[config.mk]
export PLATFORM = sky130hd
export DESIGN_NAME = phase_clk_gen
export DESIGN_NICKNAME = d
export VERILOG_FILES = /design/src/rtl/phase_clk_gen_pkg.sv /design/src/rtl/phase_clk_gen_cnt.sv /design/src/rtl/phase_clk_gen.sv
export SDC_FILE = /design/constraint.sdc
export NUM_CORES = 1
export LEC_CHECK = 0
export CORE_ASPECT_RATIO = 0.6
export CORE_UTILIZATION = 53
export CTS_BUF_LIST = sky130_fd_sc_hd__clkbuf_8
export DETAILED_ROUTE_END_ITERATION = 16
export PLACE_DENSITY = 0.84
export SYNTH_ARGS = -nofsm -noshare
export SYNTH_HDL_FRONTEND = slang
export SYNTH_HIERARCHICAL = 1
export SYNTH_SLANG_ARGS = --single-unit
[constraint.sdc]
create_clock -name clk -period 2.17 [get_ports clk]
set_input_delay 0.217 -clock clk [delete_from_list [all_inputs] [get_ports clk]]
set_output_delay 0.217 -clock clk [all_outputs]
set_load 0.03 [all_outputs]
[src/rtl/phase_clk_gen_pkg.sv]
// rtl/phase_clk_gen_pkg.sv - shared types and constants for the quadrature clock generator
//
// Purpose: FSM state encoding, phase constants and the phase-to-output decode
// shared by phase_clk_gen and phase_clk_gen_cnt.
// Ports: none (package).
// Optional feature macro used elsewhere in the bundle: PHASE_CLK_GEN_STATUS_EN.

package phase_clk_gen_pkg;

  typedef enum logic [1:0] {
    ST_IDLE   = 2'd0,
    ST_SETTLE = 2'd1,
    ST_LOCKED = 2'd2,
    ST_DRAIN  = 2'd3
  } state_t;

  localparam logic [1:0] PH_000 = 2'd0;
  localparam logic [1:0] PH_090 = 2'd1;
  localparam logic [1:0] PH_180 = 2'd2;
  localparam logic [1:0] PH_270 = 2'd3;

  // Width of the settle period counter; holds LOCK_PERIODS values up to 255.
  localparam int LOCK_CNT_W = 8;

  // Output levels for a given quarter: {p270, p180, p090, p000}.
  // Each output is high for two consecutive quarters, giving 50% duty.
  function automatic logic [3:0] phase_decode(input logic [1:0] ph);
    logic [3:0] lv;
    lv = 4'b0000;
    case (ph)
      PH_000:  lv = 4'b1001;
      PH_090:  lv = 4'b0011;
      PH_180:  lv = 4'b0110;
      PH_270:  lv = 4'b1100;
      default: lv = 4'b0000;
    endcase
    return lv;
  endfunction

endpackage

[src/rtl/phase_clk_gen_cnt.sv]
// rtl/phase_clk_gen_cnt.sv - quarter and phase counters with period-boundary strobe
//
// Purpose: counts clk cycles inside a quarter (qcnt, 0..div_q) and quarters
// inside a period (ph, 0..3). While run is low both counters are held at zero.
// Ports:
//   clk, rst_n  - clock, asynchronous active-low reset
//   run         - advance counters this cycle; low clears them
//   div_q       - latched quarter divisor, quarter length is div_q+1 cycles
//   ph_nxt      - phase value that ph takes at the coming edge
//   boundary    - last cycle of a period (ph=3 and qcnt at its last count)

module phase_clk_gen_cnt
  import phase_clk_gen_pkg::*;
#(
  parameter int DIV_W = 8
) (
  input  logic             clk,
  input  logic             rst_n,
  input  logic             run,
  input  logic [DIV_W-1:0] div_q,
  output logic [1:0]       ph_nxt,
  output logic             boundary
);

  logic [DIV_W-1:0] qcnt;
  logic [DIV_W-1:0] qcnt_nxt;
  logic [1:0]       ph;
  logic             q_last;

  // qcnt shares the divisor width, so div_q = all-ones is a quarter of
  // 2^DIV_W cycles without needing an extra counter bit.
  assign q_last   = (qcnt == div_q);
  assign boundary = run && (ph == PH_270) && q_last;

  always_comb begin
    qcnt_nxt = qcnt;
    ph_nxt   = ph;
    if (!run) begin
      qcnt_nxt = '0;
      ph_nxt   = PH_000;
    end else if (q_last) begin
      qcnt_nxt = '0;
      ph_nxt   = ph + 2'd1;
    end else begin
      qcnt_nxt = qcnt + 1'b1;
    end
  end

  always_ff @(posedge clk or negedge rst_n) begin
    if (!rst_n) begin
      qcnt <= '0;
      ph   <= PH_000;
    end else begin
      qcnt <= qcnt_nxt;
      ph   <= ph_nxt;
    end
  end

endmodule

[src/rtl/phase_clk_gen.sv]
// rtl/phase_clk_gen.sv - four-phase quadrature clock generator with lock FSM
//
// Purpose: divides clk into four 50%-duty clocks 90 degrees apart, period
// 4*(div+1) clk cycles. locked rises after LOCK_PERIODS whole periods at a
// stable divisor; div is only looked at on period boundaries. Dropping enable
// lets the running period finish before all outputs go low.
// Optional macro: PHASE_CLK_GEN_STATUS_EN adds lock_loss_cnt.
// Ports:
//   clk, rst_n       - clock, asynchronous active-low reset
//   enable           - level request to run
//   div              - quarter divisor, quarter = div+1 clk cycles
//   clk_p000..p270   - registered quadrature clocks
//   locked           - outputs stable at the latched ratio
//   lock_loss_cnt    - (macro only) saturating count of LOCKED->SETTLE exits

module phase_clk_gen
  import phase_clk_gen_pkg::*;
#(
  parameter int DIV_W        = 8,
  parameter int LOCK_PERIODS = 4
) (
  input  logic             clk,
  input  logic             rst_n,
  input  logic             enable,
  input  logic [DIV_W-1:0] div,
  output logic             clk_p000,
  output logic             clk_p090,
  output logic             clk_p180,
  output logic             clk_p270,
  output logic             locked
`ifdef PHASE_CLK_GEN_STATUS_EN
  ,
  output logic [7:0]       lock_loss_cnt
`endif
);

  state_t                state, state_nxt;
  logic [DIV_W-1:0]      div_q, div_q_nxt;
  logic [LOCK_CNT_W-1:0] pcnt, pcnt_nxt;
  logic                  locked_nxt;
  logic [3:0]            clk_q, clk_nxt;
  logic [1:0]            ph_nxt;
  logic                  boundary;
  logic                  run;

  // Counters are held at zero in IDLE, so the first SETTLE cycle is ph=0.
  assign run = (state != ST_IDLE);

  phase_clk_gen_cnt #(
    .DIV_W (DIV_W)
  ) u_cnt (
    .clk      (clk),
    .rst_n    (rst_n),
    .run      (run),
    .div_q    (div_q),
    .ph_nxt   (ph_nxt),
    .boundary (boundary)
  );

  always_comb begin
    state_nxt  = state;
    div_q_nxt  = div_q;
    pcnt_nxt   = pcnt;
    locked_nxt = locked;
    case (state)
      ST_IDLE: begin
        if (enable) begin
          state_nxt = ST_SETTLE;
          div_q_nxt = div;
          pcnt_nxt  = '0;
        end
      end
      ST_SETTLE: begin
        if (!enable) begin
          state_nxt = ST_DRAIN;
        end else if (boundary) begin
          if (div != div_q) begin
            // Ratio moved while settling: restart the stability count.
            div_q_nxt = div;
            pcnt_nxt  = '0;
          end else if (pcnt == LOCK_CNT_W'(LOCK_PERIODS - 1)) begin
            state_nxt  = ST_LOCKED;
            locked_nxt = 1'b1;
            pcnt_nxt   = '0;
          end else begin
            pcnt_nxt = pcnt + 1'b1;
          end
        end
      end
      ST_LOCKED: begin
        if (!enable) begin
          state_nxt  = ST_DRAIN;
          locked_nxt = 1'b0;
        end else if (boundary && (div != div_q)) begin
          state_nxt  = ST_SETTLE;
          locked_nxt = 1'b0;
          div_q_nxt  = div;
          pcnt_nxt   = '0;
        end
      end
      ST_DRAIN: begin
        // enable is deliberately not examined here; only a full period
        // end returns to IDLE, which keeps the last high pulse full width.
        if (boundary) begin
          state_nxt = ST_IDLE;
          pcnt_nxt  = '0;
        end
      end
      default: begin
        state_nxt  = ST_IDLE;
        locked_nxt = 1'b0;
      end
    endcase

    // Outputs are loaded on the same edge as ph so they never glitch.
    if (state_nxt == ST_IDLE) begin
      clk_nxt = 4'b0000;
    end else begin
      clk_nxt = phase_decode(ph_nxt);
    end
  end

  always_ff @(posedge clk or negedge rst_n) begin
    if (!rst_n) begin
      state  <= ST_IDLE;
      div_q  <= '0;
      pcnt   <= '0;
      locked <= 1'b0;
      clk_q  <= 4'b0000;
    end else begin
      state  <= state_nxt;
      div_q  <= div_q_nxt;
      pcnt   <= pcnt_nxt;
      locked <= locked_nxt;
      clk_q  <= clk_nxt;
    end
  end

  assign clk_p000 = clk_q[0];
  assign clk_p090 = clk_q[1];
  assign clk_p180 = clk_q[2];
  assign clk_p270 = clk_q[3];

`ifdef PHASE_CLK_GEN_STATUS_EN
  logic loss_evt;

  assign loss_evt = (state == ST_LOCKED) && (state_nxt == ST_SETTLE);

  always_ff @(posedge clk or negedge rst_n) begin
    if (!rst_n) begin
      lock_loss_cnt <= 8'd0;
    end else if (loss_evt && (lock_loss_cnt != 8'hFF)) begin
      lock_loss_cnt <= lock_loss_cnt + 8'd1;
    end
  end
`endif

endmodule

Word level (Yosys, flattened, before mapping)

Cells that the tools add are included.

Logic and storage cells: 80
Input bits: 11
Register bits: 33
Output and inout port bits: 5

$add $sub $neg: 3
Reductions and logical operators: 12
Muxes and demuxes: 38
Equality and inequality tests: 20

Operators by type and width:

| operator              | count |
|---|---|
| $mux W8               | 16 |
| $pmux W8 S4           | 1 |
| $pmux W8 S3           | 1 |
| $mux W2               | 10 |
| $ne A2 B2 Y1 const B  | 9 |
| $add A8 B1 Y8 const B | 2 |
| $pmux W4 S4           | 1 |
| $reduce_and A6 Y1     | 2 |
| $eq A2 B2 Y1 const B  | 5 |
| $eq A8 B2 Y1 const B  | 1 |
| $eq A8 B8 Y1          | 1 |
| $ne A8 B8 Y1          | 1 |
| $pmux W2 S4           | 1 |
| $reduce_and A7 Y1     | 1 |
| $logic_not A2 Y1      | 3 |
| $mux W1               | 6 |
| $eq A2 B1 Y1 const B  | 2 |
| $mux W4               | 1 |
| $reduce_bool A2 Y1    | 2 |
| $logic_and A1 B1 Y1   | 3 |
| $ne A3 B3 Y1 const B  | 1 |
| $reduce_bool A3 Y1    | 1 |
| $add A2 B1 Y2 const B | 1 |
| $pmux W1 S2           | 1 |

Depth between registers and ports, before layout

Word-level depth: 9
Gate-level depth with buffers: 10
Depth with buffers taken out: 9

Modules after synthesis

The synthesis kept the hierarchy.

Modules (own cells, without submodules):

| module            | area an instance (um^2) | seq. area each (um^2) | times used | cells each |
|---|---|---|---|---|
| phase_clk_gen     | 1266.2                  | 575.6                 | 1          | 121 |
| phase_clk_gen_cnt | 541.8                   | 250.2                 | 1          | 53 |

Worst setup path before layout

No wires, ideal clock.

Path kind: flip-flop to flip-flop
Start: register u_cnt.qcnt[0]
End: register pcnt[0]
Stages on the path, launching flop included: 10
Required time: 2.045 ns
Path slack: -0.012 ns
Buffers on the path: 1
Arrival time: 2.057 ns
Clock period less this slack: 2.182 ns
Library setup time: 0.125 ns
Cells stage by stage: dfrtp_1 -> xnor2_1 -> nand4_1 -> nor2_2 -> and3_1 -> clkbuf_1 -> inv_1 -> nor3_1 -> a211oi_2 -> mux2_2

Longest elaborated chain between the ends: 5
Elaborated cells between the ends (all ways): 7
Those cells by class: eq/ne: 4; reduce/logical: 3

RTL lines:

| what                          | RTL line                | text |
|---|---|---|
| start: declaration            | phase_clk_gen_cnt.sv:25 | `logic [DIV_W-1:0] qcnt;` |
| start signal: assignment      | phase_clk_gen_cnt.sv:54 | `qcnt <= qcnt_nxt;` |
| $eq A8 B8 Y1 *                | phase_clk_gen_cnt.sv:32 | `assign q_last = (qcnt == div_q);` |
| $logic_and A1 B1 Y1 *         | phase_clk_gen_cnt.sv:33 | `assign boundary = run && (ph == PH_270) && q_last;` |
| named net boundary            | phase_clk_gen.sv:43     | `logic boundary;` |
| $logic_and A1 B1 Y1           | phase_clk_gen.sv:94     | `end else if (boundary && (div != div_q)) begin` |
| $ne A2 B2 Y1 (no line)        | -                       |  |
| $reduce_and A6 Y1 (no line) * | -                       |  |
| end signal: assignment        | phase_clk_gen.sv:133    | `pcnt <= pcnt_nxt;` |
| end: declaration              | phase_clk_gen.sv:39     | `logic [LOCK_CNT_W-1:0] pcnt, pcnt_nxt;` |

Mark *: on every way through the listed nets, which the timed path passes. The rest lies on a longest branch.
A chain may end at the register's enable or synchronous reset.

Worst setup path in the final report

Start: register div_q[0]
End: register pcnt[1]

Longest elaborated chain between the ends: 5
Elaborated cells between the ends (all ways): 12
Those cells by class: eq/ne: 5; mux: 4; reduce/logical: 3

RTL lines:

| what                          | RTL line                | text |
|---|---|---|
| start: declaration            | phase_clk_gen.sv:38     | `logic [DIV_W-1:0] div_q, div_q_nxt;` |
| start signal: assignment      | phase_clk_gen.sv:132    | `div_q <= div_q_nxt;` |
| $eq A8 B8 Y1 *                | phase_clk_gen_cnt.sv:32 |  |
| $logic_and A1 B1 Y1 *         | phase_clk_gen_cnt.sv:33 |  |
| named net boundary            | phase_clk_gen.sv:43     |  |
| $logic_and A1 B1 Y1           | phase_clk_gen.sv:94     |  |
| $ne A2 B2 Y1 (no line)        | -                       |  |
| $reduce_and A6 Y1 (no line) * | -                       |  |

Mark *: on every way through the listed nets, which the timed path passes. The rest lies on a longest branch. The select of a mux whose other input is x is not followed.

==> metrics.cfg <==
[power_and_ir_drop]
ir_drop_mv = 0.649
power_density_nw_per_um2 = 1040
leakage_uw = 0.00105
totalPowerFinal_uw = 2350

[timing]
setup_violations = 0
worst_slew_pin_slew_ns = 0.440
whs_ns = 0.321
min_period_ns = 2.05
fmax_mhz = 488
period_share_pct = 94.5
fin_skew_ns = 0.00553
slew_viol_final = 0
slew_headroom_pct = 70.6
finalHoldViolCount = 0

[routing]
dr.pass1.iters = 4
remaining_drc_errors = 0
drtIter0Drc = 205
wirelength_microns = 4060
vias = 1397
postRouteAntennaNets = 0
via_per_inst = 5.46
post_drt_wl_per_cell_microns = 15.9

[cts]
cts_buffer_depth = 2
htreeDepth = 2
clk_pin_slew_worst_paths_ns = 0.07
postCtsHoldBufs = 0
cts_tree = built
cts_root_buf = clkbuf_8
cts_buffers = 5
clock_sinks = 33
worstSkewPairLatency_ns = 0.29

[final_layout]
drive_above_1_share_pct = 21.8
n_fill_cell = 225
nets = 229
antenna_cells = 0
synthToLayoutAreaGrowth_pct = 24.8
multi_input_area_sq_um = 958
seq_area_sq_um = 828

[die]
start_util_pct = 55.4
die_y_microns = 47.2
die_x_microns = 77.4
die_area_sq_um = 3660
io_pins = 16
core.rowCount = 16
coreArea_sq_um = 3260

[setup_path]
slowest_stage = dfrtp_1
crit_path_cell_trace = xnor2_1 -> nand4_1 -> nor2_2 -> and3_4 -> buf_4 -> and2_1 -> a211oi_2 -> mux2_2
crit_path_end_kind = flop
path_class = reg2reg
required_ns = 2.35
cpPeakStageDelay_ns = 0.44
crit_arrival_ns = 2.23
path_max_fanout = 5
start_kind = flop

[grt]
grt_max_degree = 34
grt_pass1_wl_microns = 6110
grt_overflow_total = 0
antenna_found_initial = 0
grt_pass1_vias = 1329
track_usage_pct = 23.8

[logic_synthesis]
mappedNetlistArea_sq_um = 1810
syn_inst = 174
synth_flop_cell = dfrtp_1
syn-num-nets = 192
ys_types = 38
synth-edff-count = 0
ys_warn_count = 6
synth.avg_cell_area_sq_um = 10.4
ys_seq_area_share_pct = 45.7
async_flop_share_pct = 100
synth_seq_cells = 33

[outcome]
run_status = finished, final reports clean

[job]
drv_cap = 0

[hold_path]
hold_path.class = in2async

[place]
place.gp.congestion = 0.842
portBuffers = 15
hpwl_microns = 2860

-- per-stage QoR --
stage	instance area, sq um	utilization, %	std cells	setup TNS [ns]	setup slack (ns)
final	2260	69.1	256	0	0.119
after global routing	2260	69.1	256	-0.0756	-0.0439
after CTS	2200	67.4	252	0	0.00901
after detailed placement	2110	64.7	245	-0.375	-0.0646
after global placement	2110	64.7	245	0	0.0423
after floorplan	1810	-	174	0	0.109
-- layout by cell type, fill, tap and decap left out, drive strengths merged, types with 2 or more instances in the layout --
cell type	synthesis	routed
a31oi	2	2
mux2	10	10
xnor2	9	9
dfrtp	33	33
o21ai	2	2
a21boi	2	2
nand3	11	11
nor4	4	4
nor2	23	23
inv	9	10
and2	2	2
clkbuf	4	6
a21oi	3	3
ha	7	7
buf	0	19
nor3	3	3
and3	5	5
nand2	11	11
nand4	2	2
mux2i	2	2
xor2	19	19
clkdlybuf4s50	0	15
-- area by class of cell --
class | count | area share (%)
well taps | 45 | 2.50
flip-flops and latches | 33 | 36.7
inverters | 9 | 1.50
clock buffers | 6 | 3.66
repair buffers | 34 | 13.0
multi-input cells | 128 | 42.5
clock inverters | 1 | 0.166
-- power by group --
group	switching, uW	internal (uW)
clock network	212	247
registers	138	786
logic	494	469
-- flip-flops by register name (all words and copies together) (netlist names) --
register / cells
state: 2
locked: 1
u_cnt/ph: 2
div_q: 8
clk_q: 4
u_cnt/qcnt: 8
pcnt: 8
-- worst paths after layout --
| kind | start | end | slack, ns | cells past startpoint |
|---|---|---|---|---|
| worst min register to register | div_q[6] | div_q[6] | 0.57 | 1 |
| max in group asynchronous | rst_n | div_q[1] | 1.52 | 2 |
| worst min-delay path | rst_n | pcnt[7] | 0.32 | 2 |
| min in group clk | div_q[6] | div_q[6] | 0.57 | 1 |
| worst max-delay path | div_q[0] | pcnt[1] | 0.12 | 8 |
| worst max register to register | div_q[0] | pcnt[1] | 0.12 | 8 |
-- timing repair --
| item | CTS | global route |
|---|---|---|
| endpoints found under the setup margin | 0 | 11 |
| setup buffers | 0 | 4 |
| resized for setup | 0 | 8 |
-- synthesized netlist by cell type (3+ instances only) --
cell type  count  area (sq um)
dfrtp_1       33           826
nor2_1        22          82.6
xor2_1        19           166
nand3_1       11          55.1
nand2_1       10          37.5
inv_1          9          33.8
xnor2_1        9          78.8
ha_1           7          87.6
mux2_2         6          67.6
and3_1         4          25.0
clkbuf_1       4          15.0
mux2_1         4          45.0
a21oi_1        3          15.0
nor3_1         3          15.0
-- cells by family (layout without fill, tap and decap cells) --
family,after synthesis,count (layout),synth area share [%]
xor+xnor,28,28,13.6
flops,33,33,45.7
buf+inv,13,50,2.70
compound gates,18,18,8.58
fa+ha+maj,7,7,4.84
mux,12,12,7.34
simple gates,63,63,17.3
-- metal layers --
metal / global-route usage (%) / vias up / share of wire (%)
met3: 9.32 / 12 / 7.3
met4: 10.9 / 0 / 2.8
met2: 35.9 / 55 / 43
met1: 31.0 / 657 / 47
met5: 0 / - / 0
li1: - / 673 / -
-- worst max-delay path, delay by kind of cell, from the launching register on --
| kind | cells | cell delay, ns |
|---|---|---|
| AND/OR/NAND/NOR | 4 | 0.57 |
| flip-flops | 1 | 0.44 |
| multiplexers | 1 | 0.37 |
| AO/OA/AOI/OAI | 1 | 0.26 |
| XOR/XNOR | 1 | 0.16 |
| buffers and inverters | 1 | 0.15 |
Note: power is estimated with default switching activity, not from simulation.
